===== src/rtl/render_scheduler.sv =====
// render_scheduler: frame-level scheduler for the Mandelbrot render farm.
// Walks the image in raster order and hands pixels to free-running renderer lanes.
// It writes each lane result into the framebuffer, then streams the frame out as bytes,
// low byte of each pixel first.
// Optional feature macro: RENDER_SCHED_PERF_EN (render/drain cycle counter on perf_cycles).
module render_scheduler #(
  parameter int         LANES       = 4,
  parameter int         XW          = 8,
  parameter int         YW          = 8,
  parameter logic [7:0] ITER_OFFSET = 8'd16,
  parameter logic [7:0] PIX_HI      = 8'd128
) (
  input  logic                clk,
  input  logic                rst,
  input  logic                start,
  output logic                busy,
  output logic                done,
  output logic [LANES-1:0]    lane_start,
  output logic [LANES*XW-1:0] lane_x,
  output logic [LANES*YW-1:0] lane_y,
  input  logic [LANES-1:0]    lane_done,
  input  logic [LANES*8-1:0]  lane_iters,
  output logic                fb_we,
  output logic [XW+YW-1:0]    fb_addr,
  output logic [15:0]         fb_wdata,
  output logic                fb_re,
  input  logic [15:0]         fb_rdata,
  output logic                out_valid,
  input  logic                out_ready,
  output logic [7:0]          out_data,
  output logic                out_last,
  output logic [31:0]         perf_cycles
);

  localparam int AW = XW + YW;
  localparam int LW = (LANES > 1) ? $clog2(LANES) : 1;

  typedef enum logic [2:0] {
    S_IDLE    = 3'd0,
    S_RENDER  = 3'd1,
    S_DRAIN   = 3'd2,
    S_READOUT = 3'd3,
    S_DONE    = 3'd4
  } state_t;

  typedef enum logic [1:0] {
    R_REQ = 2'd0,
    R_LO  = 2'd1,
    R_HI  = 2'd2
  } rphase_t;

  // Pixel low byte: iteration count plus offset, wrapping modulo 256.
  function automatic logic [7:0] pix_lo(input logic [7:0] iters);
    return iters + ITER_OFFSET;
  endfunction

  state_t              state_q, state_d;
  logic [XW-1:0]       x_q;
  logic [YW-1:0]       y_q;
  logic [LANES-1:0]    busy_q;
  logic [LANES-1:0]    pend_q;
  logic [7:0]          res_q [LANES];
  logic [AW-1:0]       tag_q [LANES];
  logic [LANES-1:0]    lane_start_q;
  logic [LANES*XW-1:0] lane_x_q;
  logic [LANES*YW-1:0] lane_y_q;
  logic [AW-1:0]       rd_addr_q;
  rphase_t             rph_q;
  logic                lo_first_q;
  logic [15:0]         pix_q;

  logic                disp_hit, disp_en, wr_hit, wr_en, in_frame, frame_go;
  logic [LW-1:0]       disp_idx, wr_idx;
  logic [LANES-1:0]    acc;
  logic                last_coord, rd_last;

  // State register
  always_ff @(posedge clk) begin
    if (rst) state_q <= S_IDLE;
    else     state_q <= state_d;
  end

  // Next state, lane/write arbitration and all combinational outputs
  always_comb begin
    state_d    = state_q;
    disp_hit   = 1'b0;
    disp_idx   = '0;
    wr_hit     = 1'b0;
    wr_idx     = '0;
    acc        = '0;
    busy       = 1'b0;
    done       = 1'b0;
    fb_we      = 1'b0;
    fb_addr    = '0;
    fb_wdata   = '0;
    fb_re      = 1'b0;
    out_valid  = 1'b0;
    out_data   = '0;
    out_last   = 1'b0;

    in_frame   = (state_q == S_RENDER) || (state_q == S_DRAIN);
    frame_go   = ((state_q == S_IDLE) || (state_q == S_DONE)) && start;
    last_coord = (&x_q) && (&y_q);
    rd_last    = &rd_addr_q;

    // Descending scan leaves the lowest qualifying index selected.
    for (int i = LANES - 1; i >= 0; i--) begin
      if (!busy_q[i]) begin
        disp_hit = 1'b1;
        disp_idx = LW'(i);
      end
      if (pend_q[i]) begin
        wr_hit = 1'b1;
        wr_idx = LW'(i);
      end
      acc[i] = in_frame && lane_done[i] && busy_q[i] && !pend_q[i];
    end

    disp_en = (state_q == S_RENDER) && disp_hit;
    wr_en   = in_frame && wr_hit;

    case (state_q)
      S_IDLE: begin
        if (start) state_d = S_RENDER;
      end
      S_RENDER: begin
        busy = 1'b1;
        if (disp_en && last_coord) state_d = S_DRAIN;
      end
      S_DRAIN: begin
        busy = 1'b1;
        if ((busy_q == '0) && (pend_q == '0)) state_d = S_READOUT;
      end
      S_READOUT: begin
        busy    = 1'b1;
        fb_addr = rd_addr_q;
        case (rph_q)
          R_REQ: fb_re = 1'b1;
          R_LO: begin
            out_valid = 1'b1;
            // First LO cycle forwards the RAM output directly; later stall cycles use the capture.
            out_data  = lo_first_q ? fb_rdata[7:0] : pix_q[7:0];
          end
          R_HI: begin
            out_valid = 1'b1;
            out_data  = pix_q[15:8];
            out_last  = rd_last;
            if (out_ready && rd_last) state_d = S_DONE;
          end
          default: ;
        endcase
      end
      S_DONE: begin
        done = 1'b1;
        if (start) state_d = S_RENDER;
      end
      default: state_d = S_IDLE;
    endcase

    if (wr_en) begin
      fb_we    = 1'b1;
      fb_addr  = tag_q[wr_idx];
      fb_wdata = {PIX_HI, pix_lo(res_q[wr_idx])};
    end
  end

  // Control: raster walk, lane busy/pending flags, dispatch pulses and readout sequencing
  always_ff @(posedge clk) begin
    if (rst) begin
      x_q          <= '0;
      y_q          <= '0;
      busy_q       <= '0;
      pend_q       <= '0;
      lane_start_q <= '0;
      lane_x_q     <= '0;
      lane_y_q     <= '0;
      rd_addr_q    <= '0;
      rph_q        <= R_REQ;
      lo_first_q   <= 1'b0;
    end else begin
      lane_start_q <= '0;
      if (frame_go) begin
        x_q       <= '0;
        y_q       <= '0;
        busy_q    <= '0;
        pend_q    <= '0;
        rd_addr_q <= '0;
        rph_q     <= R_REQ;
      end
      if (disp_en) begin
        busy_q[disp_idx]                    <= 1'b1;
        lane_start_q[disp_idx]              <= 1'b1;
        lane_x_q[int'(disp_idx)*XW +: XW]   <= x_q;
        lane_y_q[int'(disp_idx)*YW +: YW]   <= y_q;
        x_q <= x_q + XW'(1);
        if (&x_q) y_q <= y_q + YW'(1);
      end
      for (int i = 0; i < LANES; i++) begin
        if (acc[i]) pend_q[i] <= 1'b1;
      end
      // The written lane is idle from the next cycle and may be re-dispatched then.
      if (wr_en) begin
        pend_q[wr_idx] <= 1'b0;
        busy_q[wr_idx] <= 1'b0;
      end
      if ((state_q == S_DRAIN) && (state_d == S_READOUT)) begin
        rd_addr_q  <= '0;
        rph_q      <= R_REQ;
        lo_first_q <= 1'b0;
      end
      if (state_q == S_READOUT) begin
        case (rph_q)
          R_REQ: begin
            rph_q      <= R_LO;
            lo_first_q <= 1'b1;
          end
          R_LO: begin
            lo_first_q <= 1'b0;
            if (out_ready) rph_q <= R_HI;
          end
          R_HI: begin
            if (out_ready) begin
              rph_q     <= R_REQ;
              rd_addr_q <= rd_addr_q + AW'(1);
            end
          end
          default: rph_q <= R_REQ;
        endcase
      end
    end
  end

  // Datapath: lane results, pixel tags and captured read data (no reset needed)
  always_ff @(posedge clk) begin
    for (int i = 0; i < LANES; i++) begin
      if (acc[i]) res_q[i] <= lane_iters[i*8 +: 8];
    end
    if (disp_en) tag_q[disp_idx] <= {y_q, x_q};
    if ((state_q == S_READOUT) && (rph_q == R_LO) && lo_first_q) pix_q <= fb_rdata;
  end

  assign lane_start = lane_start_q;
  assign lane_x     = lane_x_q;
  assign lane_y     = lane_y_q;

`ifdef RENDER_SCHED_PERF_EN
  // Saturating increment for the cycle counter.
  function automatic logic [31:0] sat_inc32(input logic [31:0] v);
    return (v == 32'hFFFF_FFFF) ? v : v + 32'd1;
  endfunction

  logic [31:0] perf_q;

  // Count RENDER/DRAIN cycles; cleared at frame start, frozen outside the render phase
  always_ff @(posedge clk) begin
    if (rst)           perf_q <= '0;
    else if (frame_go) perf_q <= '0;
    else if (in_frame) perf_q <= sat_inc32(perf_q);
  end

  assign perf_cycles = perf_q;
`else
  assign perf_cycles = 32'd0;
`endif

endmodule


===== config.mk =====
export PLATFORM = sky130hd
export DESIGN_NAME = render_scheduler
export DESIGN_NICKNAME = d
export VERILOG_FILES = /design/src/rtl/render_scheduler.sv
export SDC_FILE = /design/constraint.sdc
export NUM_CORES = 1
export LEC_CHECK = 0
export BUFFER_PORTS_ARGS = -buffer_cell sky130_fd_sc_hd__buf_2
export CAP_MARGIN = 20
export CORE_ASPECT_RATIO = 1.4
export CORE_MARGIN = 2
export CORE_UTILIZATION = 40
export DETAILED_ROUTE_END_ITERATION = 16
export GPL_TIMING_DRIVEN = 0
export SYNTH_ARGS = -nofsm -noshare
export SYNTH_HDL_FRONTEND = slang
export SYNTH_SLANG_ARGS = --single-unit

===== constraint.sdc =====
create_clock -name clk -period 6.26 [get_ports clk]
set_clock_uncertainty 0.2 [all_clocks]
set_input_delay 1.878 -clock clk [delete_from_list [all_inputs] [get_ports clk]]
set_output_delay 1.878 -clock clk [all_outputs]
set_load 0.01 [all_outputs]

==> reports/metrics.yaml <==
worst_setup_path:
  path_max_fanout: 10
  cp.arrival_ns: 3.02
  worst-r2r-cell-count: 6
  startpoint: "pend_q[3]$_SDFF_PP0_"
  r2r-start: "state_q[2]$_SDFF_PP0_"
  worstPathRequired_ns: 4.18
  cp-start-kind: "flop"
  end_kind: "primary output"
  timing_worst_setup_path_type: "reg -> out"
  reg2reg_to: "tag_q[2][13]$_DFFE_PP_"
  crit_end: "fb_addr[10]"
  regToRegSetupSlack_ns: 3.29
drt:
  first_pass_iters: 6
  drt-wirelength-per-cell_um: 18.4
  vias: 7504
  drc: 0
  drt_iter0_markers: 581
  drtAntennaViolNets: 0
  routed_wl_mm: 26.6
  via_per_inst: 5.19
pwr:
  pwr-share-clk: 0.441
  peakVddDrop_mv: 0.186
  power_w: 0.00304
  combPwrFrac: 0.044
  leakage_nw: 4.73
  p_per_area_nw_per_um2: 263
  switchingPower_w: 0.000660
  seqPwrFrac: 0.515
  p_int_w: 0.00238
  switching_share: 0.217
yosys:
  ys_types: 63
  yosys.area.top_type: "edfxtp_1"
  seq_area_frac_synth: 0.596
  synth_area_leaders: "edfxtp_1 35%, dfxtp_1 24%, nand2_1 5.1%"
  ys_ff_latch: 226
  synth_edf_count: 112
  avgSynthCellArea_um2: 10.6
  synth_cells: 896
  mappedNetlistArea_um2: 9480
  yosys.area.top_type_share: 0.355
  synthFlopType: "dfxtp_1"
  synthArstFlopShare: 0
  yosysWarnings: 0
die:
  start_util: 0.407
  num_rows: 66
  core_um2: 23300
  die_y_um: 186
  chipWidth_um: 134
  die_area_um2: 25000
  ios: 202
sta:
  setup_tns_ns: 0
  max_slew_margin: 0.335
  setup_violations: 0
  slew_viol_final: 0
  timing.hold.ws_ns: 0.252
  worst-slew-pin-transition_ns: 0.995
  post-route-min-period_ns: 5.09
  rsz0062_at_grt: "no"
  hold_viol: 0
  finalCritPeriodShare: 0.814
  fin_ws_ns: 1.17
  fmax_ghz: 0.196
global_routing:
  grt_pass1_wl_mm: 41.0
  gr-usage-met3: 0.0309
  grt_pass1_vias: 7403
  busiest_layer: "met2"
  grt_use_met1: 0.254
  grt_usage: 0.210
  gr-total-overflow: 0
  gr-usage-met2: 0.383
  antenna_found_initial: 1
  grt_max_degree: 26
cts:
  htree_num_levels: 1
  cts_resized: 0
  cts_buffer_depth: 3
  cts-buffers-inserted: 23
  cts_tree: "built"
  clk_latency_ns: 0.50
  cts.sinks: 226
  cts_setup_buffers: 0
  cts_hold_buf: 0
  root_buffer: "clkbuf_16"
  clk_pin_slew_ns: 0.06
final_layout:
  multi_input_area_um2: 3380
  fin_nets: 1186
  seq_area_um2: 5650
  drive_above_1_share: 0.238
  syn_to_final_growth_pct: 22.1
  num-fill-cells: 2198
worst_hold_path:
  hp-class: "reg -> reg"
  hp-start: "lane_y[3]$_SDFFE_PP0P_"
flow_run:
  cap_violations: 0
placed_design:
  dp_hpwl_mm: 19.2
  portBuffers: 160
  routabilityCongestion: 0.836
  place_ws_ns: 1.57
status:
  outcome: "complete, no violations"
[cell usage after synthesis (all sizes together), types with 15 or more instances]
cell,n
a21oi,88
a222oi,21
buf,52
clkbuf,49
dfxtp,114
edfxtp,112
mux2i,23
nand2,130
nand3,25
nor2,73
nor3,16
o21ai,15
[sequential cells by signal (all words and copies together) (netlist names)]
register and cells:
res_q 32, lane_start 4, lane_y 32, y_q 8
lane_x 32, pend_q 4, rd_addr_q 16, x_q 8
rph_q 2, state_q 3, busy_q 4, pix_q 16
tag_q 64, lo_first_q 1
[worst min-delay path by stage]
stage / end / slack [ns] / cells after the start
CTS: lane_y[12]$_SDFFE_PP0P_ / 0.25 / 2
floorplan: tag_q[0][10]$_DFFE_PP_ / 0.26 / 0
detailed placement: lane_x[31]$_SDFFE_PP0P_ / 0.24 / 2
global route: lane_y[12]$_SDFFE_PP0P_ / 0.27 / 2
finish: lane_y[3]$_SDFFE_PP0P_ / 0.25 / 2
global placement: lane_x[5]$_SDFFE_PP0P_ / 0.24 / 2
[area by class of cell]
| type | instances | area share |
|---|---|---|
| clock buffer | 29 | 0.0561 |
| antenna | 1 | 0.000216 |
| sequential | 226 | 0.488 |
| tap | 306 | 0.0331 |
| multi-input combinational | 594 | 0.292 |
| buffer | 101 | 0.0478 |
| timing repair buffer | 163 | 0.0711 |
| clock inverter | 12 | 0.00789 |
| inverter | 13 | 0.00422 |
[worst max-delay path, stage by stage, from the launching register on]
cell and delay (ns):
dfxtp_1 0.47, nor4b_2 0.75, clkbuf_1 0.52, a222oi_1 0.22, a21oi_1 0.30, a21o_1 0.13
buf_2 0.13
[layer usage]
layer  up-vias  part of all wire
met5         -                 0
met4         0             0.031
met3        56             0.070
met2       332              0.50
met1      3495              0.40
li1       3621                 -
[power groups by stage]
stage,logic (W),registers [W],clock network (W)
after floorplan,0.0000846,0.00160,0
after global placement,0.000134,0.00160,0
after detailed placement,0.000134,0.00160,0
after CTS,0.000135,0.00157,0.00136
after global routing,0.000148,0.00157,0.00142
final,0.000135,0.00157,0.00134
[stage by stage]
stage          std cells   util  area [um2]
6_report            1445  0.497       11600
5_1_grt             1445  0.497       11600
4_1_cts             1444  0.497       11600
3_5_place_dp        1403  0.465       10800
3_3_place_gp        1400  0.464       10800
2_1_floorplan        934      -        9620
[cells in the final DEF (no fill, tap or decap), drive strengths merged, types with 8 or more instances in the layout]
master,synthesis,layout
nand2,130,130
conb,1,39
a222oi,21,21
a21o,13,13
and2,13,13
nand3,25,25
and3,8,8
o21ai,15,15
nor2,73,73
edfxtp,112,112
ha,8,8
a22oi,13,13
mux2i,23,23
inv,13,13
nor3,16,16
buf,52,215
or2,9,9
mux2,9,9
clkbuf,49,78
clkinv,0,11
a21oi,88,88
dfxtp,114,114
[cell families after synthesis]
| kind of cell | after synthesis | share of synthesized area |
|---|---|---|
| AND/OR/NAND/NOR | 317 | 0.157 |
| AO/OA/AOI/OAI | 192 | 0.133 |
| other | 1 | 0.000396 |
| XOR/XNOR | 6 | 0.00554 |
| buffers and inverters | 114 | 0.0635 |
| adder cells (fa/ha/maj) | 8 | 0.0106 |
| multiplexers | 32 | 0.0350 |
| flip-flops | 226 | 0.596 |
Note: power is estimated with default switching activity, not from simulation.
